## config.mk

```make
export PLATFORM = sky130hd
export DESIGN_NAME = alu_reservation_station
export DESIGN_NICKNAME = d
export VERILOG_FILES = /design/src/rtl/alu_reservation_station.sv
export SDC_FILE = /design/constraint.sdc
export NUM_CORES = 2
export LEC_CHECK = 0
export ABC_CLOCK_PERIOD_IN_PS = 29600
export BUFFER_PORTS_ARGS = -buffer_cell sky130_fd_sc_hd__buf_2
export CORE_MARGIN = 5
export CORE_UTILIZATION = 52
export DETAILED_ROUTE_END_ITERATION = 10
export PLACE_DENSITY = 0.8
export SYNTH_ARGS = -nofsm -noshare
export SYNTH_HDL_FRONTEND = slang
export SYNTH_SLANG_ARGS = --single-unit
```

## constraint.sdc

```tcl
create_clock -name clk -period 29.6 [get_ports clk]
set_input_delay 5.92 -clock clk [delete_from_list [all_inputs] [get_ports clk]]
set_output_delay 5.92 -clock clk [all_outputs]
set_load 0.03 [all_outputs]
```

## src/rtl/alu_reservation_station.sv

```systemverilog
// ALU reservation station: a collapsing queue of dispatched ALU ops that
// captures missing operands (A, B, flags) from the CDB by tag and issues the
// oldest fully-ready op to the execute unit over a valid/ready handshake.
module alu_reservation_station #(
    parameter int NUM_ENTRIES = 4,
    parameter int TAG_W       = 4,
    parameter int DATA_W      = 64
) (
    input  logic              clk,
    input  logic              rst,
    input  logic              flush_i,
    // dispatch
    input  logic              disp_valid_i,
    output logic              disp_ready_o,
    input  logic [4:0]        disp_alu_op_i,
    input  logic              disp_a_rdy_i,
    input  logic [TAG_W-1:0]  disp_a_tag_i,
    input  logic [DATA_W-1:0] disp_a_val_i,
    input  logic              disp_b_rdy_i,
    input  logic [TAG_W-1:0]  disp_b_tag_i,
    input  logic [DATA_W-1:0] disp_b_val_i,
    input  logic              disp_cc_rdy_i,
    input  logic [TAG_W-1:0]  disp_cc_tag_i,
    input  logic [3:0]        disp_nzcv_i,
    input  logic [5:0]        disp_valhw_i,
    input  logic              disp_set_cc_i,
    input  logic [3:0]        disp_cond_i,
    input  logic [TAG_W-1:0]  disp_dst_tag_i,
    // common data bus
    input  logic              cdb_valid_i,
    input  logic [TAG_W-1:0]  cdb_tag_i,
    input  logic [DATA_W-1:0] cdb_val_i,
    input  logic              cdb_cc_valid_i,
    input  logic [3:0]        cdb_nzcv_i,
    // issue
    output logic              iss_valid_o,
    input  logic              iss_ready_i,
    output logic [4:0]        iss_alu_op_o,
    output logic [DATA_W-1:0] iss_vala_o,
    output logic [DATA_W-1:0] iss_valb_o,
    output logic [5:0]        iss_valhw_o,
    output logic              iss_set_cc_o,
    output logic [3:0]        iss_cond_o,
    output logic [3:0]        iss_nzcv_o,
    output logic [TAG_W-1:0]  iss_dst_tag_o
);

    localparam int CNT_W = $clog2(NUM_ENTRIES + 1);
    localparam int IDX_W = $clog2(NUM_ENTRIES);
    localparam logic [CNT_W-1:0] FULL = CNT_W'(NUM_ENTRIES);

    typedef struct packed {
        logic              valid;
        logic [4:0]        alu_op;
        logic              a_rdy;
        logic [TAG_W-1:0]  a_tag;
        logic [DATA_W-1:0] a_val;
        logic              b_rdy;
        logic [TAG_W-1:0]  b_tag;
        logic [DATA_W-1:0] b_val;
        logic              cc_rdy;
        logic [TAG_W-1:0]  cc_tag;
        logic [3:0]        nzcv;
        logic [5:0]        valhw;
        logic              set_cc;
        logic [3:0]        cond;
        logic [TAG_W-1:0]  dst_tag;
    } entry_t;

    entry_t             entries_q   [NUM_ENTRIES];
    entry_t             entries_d   [NUM_ENTRIES];
    entry_t             entries_ext [NUM_ENTRIES+1];
    entry_t             new_entry;
    logic [CNT_W-1:0]   count_q, count_d;
    logic [CNT_W-1:0]   wr_idx;
    logic [IDX_W-1:0]   sel_idx;
    logic [NUM_ENTRIES-1:0] eligible;
    logic               disp_fire, issue_fire;

    // Capture any still-missing operand whose producer tag is on the CDB this cycle.
    function automatic entry_t wake(input entry_t e, input logic cv, input logic [TAG_W-1:0] ct,
                                    input logic [DATA_W-1:0] cval, input logic ccv,
                                    input logic [3:0] cnzcv);
        entry_t r;
        r = e;
        if (e.valid && cv) begin
            if (!e.a_rdy && e.a_tag == ct) begin
                r.a_rdy = 1'b1;
                r.a_val = cval;
            end
            if (!e.b_rdy && e.b_tag == ct) begin
                r.b_rdy = 1'b1;
                r.b_val = cval;
            end
            if (!e.cc_rdy && ccv && e.cc_tag == ct) begin
                r.cc_rdy = 1'b1;
                r.nzcv   = cnzcv;
            end
        end
        return r;
    endfunction

    assign disp_ready_o = (count_q < FULL);
    assign disp_fire    = disp_valid_i & disp_ready_o;
    assign issue_fire   = iss_valid_o & iss_ready_i;
    assign wr_idx       = count_q - CNT_W'(issue_fire);

    // Oldest-first select: scan from the top down so the lowest eligible index wins.
    always_comb begin
        iss_valid_o = 1'b0;
        sel_idx     = '0;
        for (int i = NUM_ENTRIES - 1; i >= 0; i--) begin
            eligible[i] = entries_q[i].valid & entries_q[i].a_rdy &
                          entries_q[i].b_rdy & entries_q[i].cc_rdy;
            if (eligible[i]) begin
                iss_valid_o = 1'b1;
                sel_idx     = IDX_W'(i);
            end
        end
    end

    // Present the selected entry; every field reads as zero while nothing is valid.
    always_comb begin
        // NOTE: every combinational output gets a default first so no path leaves it unassigned (no latch).
        iss_alu_op_o  = '0;
        iss_vala_o    = '0;
        iss_valb_o    = '0;
        iss_valhw_o   = '0;
        iss_set_cc_o  = 1'b0;
        iss_cond_o    = '0;
        iss_nzcv_o    = '0;
        iss_dst_tag_o = '0;
        if (iss_valid_o) begin
            iss_alu_op_o  = entries_q[sel_idx].alu_op;
            iss_vala_o    = entries_q[sel_idx].a_val;
            iss_valb_o    = entries_q[sel_idx].b_val;
            iss_valhw_o   = entries_q[sel_idx].valhw;
            iss_set_cc_o  = entries_q[sel_idx].set_cc;
            iss_cond_o    = entries_q[sel_idx].cond;
            iss_nzcv_o    = entries_q[sel_idx].nzcv;
            iss_dst_tag_o = entries_q[sel_idx].dst_tag;
        end
    end

    // Next queue contents: collapse over the issued slot, apply wakeup, append the dispatch.
    always_comb begin
        for (int i = 0; i < NUM_ENTRIES; i++) entries_ext[i] = entries_q[i];
        entries_ext[NUM_ENTRIES] = '0;

        new_entry.valid   = 1'b1;
        new_entry.alu_op  = disp_alu_op_i;
        new_entry.a_rdy   = disp_a_rdy_i;
        new_entry.a_tag   = disp_a_tag_i;
        new_entry.a_val   = disp_a_val_i;
        new_entry.b_rdy   = disp_b_rdy_i;
        new_entry.b_tag   = disp_b_tag_i;
        new_entry.b_val   = disp_b_val_i;
        new_entry.cc_rdy  = disp_cc_rdy_i;
        new_entry.cc_tag  = disp_cc_tag_i;
        new_entry.nzcv    = disp_nzcv_i;
        new_entry.valhw   = disp_valhw_i;
        new_entry.set_cc  = disp_set_cc_i;
        new_entry.cond    = disp_cond_i;
        new_entry.dst_tag = disp_dst_tag_i;
        // Bypass: a dispatching op sees the live CDB exactly like a resident entry.
        new_entry = wake(new_entry, cdb_valid_i, cdb_tag_i, cdb_val_i, cdb_cc_valid_i, cdb_nzcv_i);

        for (int i = 0; i < NUM_ENTRIES; i++) begin
            if (issue_fire && i >= int'(sel_idx))
                entries_d[i] = wake(entries_ext[i+1], cdb_valid_i, cdb_tag_i, cdb_val_i,
                                    cdb_cc_valid_i, cdb_nzcv_i);
            else
                entries_d[i] = wake(entries_ext[i], cdb_valid_i, cdb_tag_i, cdb_val_i,
                                    cdb_cc_valid_i, cdb_nzcv_i);
            if (disp_fire && i == int'(wr_idx))
                entries_d[i] = new_entry;
        end

        count_d = count_q + CNT_W'(disp_fire) - CNT_W'(issue_fire);

        if (flush_i) begin
            for (int i = 0; i < NUM_ENTRIES; i++) entries_d[i] = '0;
            count_d = '0;
        end
    end

    // State registers; reset empties the station immediately.
    always_ff @(posedge clk or posedge rst) begin
        if (rst) begin
            // NOTE: the whole entry array is reset (not just valid bits) so issue fields read zero and no X ever escapes.
            for (int i = 0; i < NUM_ENTRIES; i++) entries_q[i] <= '0;
            count_q <= '0;
        end else begin
            // NOTE: non-blocking assignments so every register samples pre-edge values.
            for (int i = 0; i < NUM_ENTRIES; i++) entries_q[i] <= entries_d[i];
            count_q <= count_d;
        end
    end

endmodule

```

After elaboration in Yosys (flattened, before gate mapping)
Index checks and enable logic that the tools add are counted.
{"block": "word_totals", "register_bits": 675, "latchBits": 0, "ramBits": 0, "romBits": 0, "input_bits": 246, "output_inout_bits": 154, "elab_cells": 239, "mem_count": 0}
{"block": "op_classes", "addsub": 3, "multipliers": 0, "n_div": 0, "magnitude_cmp": 5, "n_eq_ne": 18, "shifts": 0, "mux": 79, "n_bitwise": 15, "n_reduce_logical": 58}
{"operator": "$mux 168", "n": 8}
{"operator": "$mux 64", "n": 12}
{"operator": "$mux 672", "n": 1}
{"operator": "$mux 65", "n": 10}
{"operator": "$bmux 168 s2", "n": 1}
{"operator": "$mux 167", "n": 2}
{"operator": "$eq 4x4->1", "n": 15}
{"operator": "$mux 4", "n": 13}
{"operator": "$logic_and 1x1->1", "n": 31}
{"operator": "$mux 1", "n": 25}
{"operator": "$reduce_bool 4->1", "n": 4}
{"operator": "$logic_not 1->1", "n": 15}
{"operator": "$and 1x1->1", "n": 14}
{"operator": "$reduce_bool 3->1", "n": 4}
{"operator": "$mux 2", "n": 4}
{"operator": "$eq 3x3->1 const A", "n": 2}
{"operator": "$mux 6", "n": 1}
{"operator": "$reduce_and 2->1", "n": 3}
{"operator": "$sub 3x1->3", "n": 2}
{"operator": "$mux 5", "n": 1}
{"operator": "$ge 1x2->1 const A", "n": 2}
{"operator": "$add 3x1->3", "n": 1}
{"operator": "$eq 2x3->1 const A", "n": 1}
{"operator": "$ge 3x3->1 const B", "n": 1}
{"operator": "other kinds (5)", "n": 5}

Depth between registers and ports, before layout
{"block": "depth", "ltp_word": 13, "depth_mapped": 13}

Least setup slack after synthesis
Ideal clock, no wire load.
{"block": "synth_path", "path_type": "input-to-reg", "startpoint": "input port iss_ready_i", "endpoint": "register entries_ext[220] (netlist name)", "setup_time_ns": 0.137, "t_arrival_ns": 8.480, "t_required_ns": 29.463, "path_slack_ns": 20.983, "cell_stages": 12, "path_buffers": 6, "cell_sequence": "clkbuf_1 > clkbuf_1 > buf_1 > nand2_1 > nor2_1 > ha_1 > or3_1 > clkbuf_1 > nor2_1 > buf_2 > buf_1 > a2bb2oi_1"}
{"element": "start: declaration", "line_no": "37", "rtl": "input logic iss_ready_i,"}

Worst setup path in the final report
{"block": "layout_path", "startpoint": "register entries_ext[839] (netlist name)", "endpoint": "output port iss_vala_o[22]"}
{"block": "layout_between", "elab_chain_len": 9, "elab_cells_between_ends": 10, "classes_between": "mux (6); bitwise (4)"}
{"element": "$and 1x1->1 * (2 in series)", "line_no": "113", "rtl": "eligible[i] = entries_q[i].valid & entries_q[i].a_rdy &"}
{"element": "$and 1x1->1 *", "line_no": "114", "rtl": "entries_q[i].b_rdy & entries_q[i].cc_rdy;"}
{"element": "$mux 2", "line_no": "115", "rtl": "if (eligible[i]) begin"}
{"element": "$not 2->3 (not written as such)", "line_no": "135", "rtl": "iss_vala_o = entries_q[sel_idx].a_val;"}
{"element": "$bmux 168 s2", "line_no": "135"}
{"element": "$mux 167 (2 in series)"}
{"element": "$mux 64 *", "line_no": "133", "rtl": "if (iss_valid_o) begin"}
{"element": "end: declaration", "line_no": "39", "rtl": "output logic [DATA_W-1:0] iss_vala_o,"}
Every way passes the cells marked *; elsewhere a longest branch is shown, timed or not. The select of a mux whose other input is x is not followed.

==> results_dict.tcl <==
set metrics [dict create \
    final-max-slew-violation-count 80 \
    dominantRegCellSynth "sky130_fd_sc_hd__dfrtp_1" \
    final_antenna_net_count 0 \
    syn-mean-instance-area_um2 9.13 \
    via_density_per_instance 8.18 \
    synth_simple_gate_area_share_pct 12.3 \
    cts_hold_buf 0 \
    global_route_wire_length_before_repair_um 291000 \
    track_usage_pct 40.4 \
    synth.mux.area_fraction_pct 7.64 \
    synth_enable_flop_cells 0 \
    asyncSetResetFlopFracSynth_pct 100 \
    cts_resized 0 \
    timing.slew.headroom_pct -4.17 \
    worst_r2r_src "entries_ext[839]" \
    reg2reg_to "entries_ext[828]" \
    clk-insertion-delay-late_ns 0.67 \
    effective_utilization_at_floorplan_pct 52.5 \
    clockRootBuffer "sky130_fd_sc_hd__clkbuf_16" \
    required_ns 23.68 \
    htree_num_levels 3 \
    global_route.overflow_total 0 \
    routed_wl_um 195000 \
    synth_compound_gate_area_share_pct 34.4 \
    run_status "complete, but fails checks" \
    crit_arrival_ns 4.95 \
    number_of_vias_in_the_routed_layout 48900 \
    combinational_family_with_the_most_area_after_synthesis "compound AO/OA/AOI/OAI gates" \
    floorplan.die.width_um 304 \
    portBuffers 399 \
    cap_violations 1 \
    grt_start_max_net_pins 206 \
    detailedRoute.firstIterationViolations 8838 \
    fin_nets 5005 \
    setup_viol_count_final 0 \
    path_clk_slew_ns 0.06 \
    cts_sinks 675 \
    cpPeakStageDelay_ns 1.29 \
    synth_largest_area_cell "sky130_fd_sc_hd__dfrtp_1" \
    synth-adder-area-share_pct 0.101 \
    report.final.hold_viol_count 0 \
    whs_path_depth 2 \
    critPathLaunchType "flop" \
    cellLeakagePower_nw 19.2 \
    die_area_um2 92100 \
    synth_area_um2 44800 \
    number_of_rows_in_the_core_area 107 \
    detailed_place.area_um2 46500 \
    clock-skew-final_ns 0.0385 \
    timing.critical_path.slowest_stage_cell "sky130_fd_sc_hd__buf_4" \
    clock_tree.buffer_depth 3 \
    slew_at_the_pin_closest_to_its_max_slew_limit_ns 1.56 \
    grt_pass1_vias 48700 \
    whs_endpoint "entries_ext[766]" \
    ys_top_cells_by_count "sky130_fd_sc_hd__dfrtp_1 (675), sky130_fd_sc_hd__a21oi_1 (537), sky130_fd_sc_hd__clkbuf_1 (486)" \
    synth-seq-cells 675 \
    power-per-cell-area_nw_per_um2 61.6 \
    tritoncts_clock_tree "built" \
    drcViolationCount 0 \
    synth.yosys.warnings 0 \
    timing.final.crit_period_ns 10.87 \
    max_freq_mhz 92.0 \
    synth_area_leaders "sky130_fd_sc_hd__dfrtp_1 (38%), sky130_fd_sc_hd__mux4_2 (7.6%), sky130_fd_sc_hd__a21oi_1 (6.0%)" \
    number_of_optimization_iterations_in_the_first_detailed_route_pass 8 \
    failed_checks "max-capacitance violations, max-slew violations" \
    largest_fanout_on_the_critical_path 79 \
    min_from "entries_ext[766]" \
    grt_antenna_before_repair 23 \
    postCtsSetupBuffers 0 \
    synth_cell_types 63 \
    synth_top_area_share_pct 37.7 \
    place.detailed.hpwl_um 102000 \
    ios 400 \
    fp.dieH_um 304 \
    timing.setup.tns_ns 0 \
    period_utilisation_layout_pct 36.7 \
    cts-buffers-inserted 77 \
    setup.worst_path.class "flop to primary output" \
    grt_setup_unrepaired "no" \
    crit_start "entries_ext[839]" \
    synth_cells 4906 \
    synth_seq_area_share_pct 37.7 \
    hp-class "flop to flop" \
    worst_path_most_repeated_cell "sky130_fd_sc_hd__buf_4" \
    yosys.cell_count.top_type "sky130_fd_sc_hd__dfrtp_1" \
    finalInstanceArea_um2 49200 \
    post_route_cells_drive_above_1_share_pct 17.5 \
    synth_xor_area_share_pct 1.27 \
    endpoint_kind "primary output" \
    post_synthesis_net_count 5155 \
    critical_path.cell_chain "nand4_1 > nand2_1 > a21oi_4 > buf_4 > buf_4 > mux4_2 > and2_1 > buf_2" \
    power.ir.vdd_worst_mv 0.0545 \
    routedWlPerCell_um 32.7 \
    place_congestion 0.932 \
    core_area_um2 85400 \
    area.growth.synth_to_final_pct 9.83 \
    r2r.worst_path.cells 12 \
    timing.reg2reg.setup_slack_ns 23.08 \
]
[kinds of logic after synthesis]
logic type,after synthesis
compound gates,2189
simple gates,1097
buf+inv,726
flops,675
mux,152
xor+xnor,64
fa+ha+maj,3
[layer usage]
metal	global-route usage, %	wire length (um)
met1	50.3	64800
met2	58.4	81300
met3	15.8	33000
met4	26.8	16000
met5	0.265	122
[layout by cell type, fill, tap and decap left out, types with 143 or more instances in the layout]
master                    Yosys  final
sky130_fd_sc_hd__o22ai_1    256    256
sky130_fd_sc_hd__o21ai_0    147    146
sky130_fd_sc_hd__and3_1     145    143
sky130_fd_sc_hd__nand2_1    216    212
sky130_fd_sc_hd__dfrtp_1    675    675
sky130_fd_sc_hd__nand3_1    289    282
sky130_fd_sc_hd__and2_1     158    157
sky130_fd_sc_hd__mux4_2     152    152
sky130_fd_sc_hd__a21oi_1    537    535
sky130_fd_sc_hd__buf_2      137    397
sky130_fd_sc_hd__o32ai_1    260    260
[sequential cells by signal, summed over array words and instances (netlist names)]
signal,count
count_q,3
entries_ext,672
[how the worst max path moves through the flow]
stage,end,slack (ns),cells past startpoint
after floorplan,count_q[0],4.76,1
after global placement,entries_ext[785],19.28,10
after detailed placement,entries_ext[340],19.17,8
after CTS,iss_valb_o[2],19.00,8
after global routing,iss_vala_o[24],18.78,8
final,iss_vala_o[22],18.73,8
[through the flow]
step	util (%)	cells	hold slack, ns	setup slack, ns	total power, mW
final	57.6	5979	0.524	18.73	3.03
after global routing	57.6	5972	0.542	18.78	3.10
after CTS	57.6	5962	0.525	19.00	2.98
after detailed placement	54.4	5821	0.507	19.17	1.95
after global placement	54.4	5821	0.504	19.28	1.93
after floorplan	-	4906	0.482	4.76	1.69
[final cells by class]
cell class / count / area [um2]
Antenna cell: 17 / 42.5
Fill cell: 7239 / 36200
Clock buffer: 111 / 2310
Inverter: 8 / 42.5
Clock inverter: 30 / 407
Multi-Input combinational cell: 3505 / 25400
Sequential cell: 675 / 16900
Tap cell: 1144 / 1430
Timing Repair Buffer: 489 / 2730
[power breakdown]
part / leakage (nW) / switching, mW / internal (mW)
Sequential: 9.21 / 0.0943 / 1.05
Combinational: 8.69 / 0.573 / 0.269
Clock: 1.34 / 0.436 / 0.607
Total: 19.2 / 1.10 / 1.93
[critical path, delay by kind of cell (launching register included)]
family | cells | cell delay [ns]
buf+inv | 3 | 2.27
flops | 1 | 0.44
mux | 1 | 0.41
compound gates | 1 | 0.16
simple gates | 3 | 0.94
No activity file was read; power rests on OpenSTA's default activity.
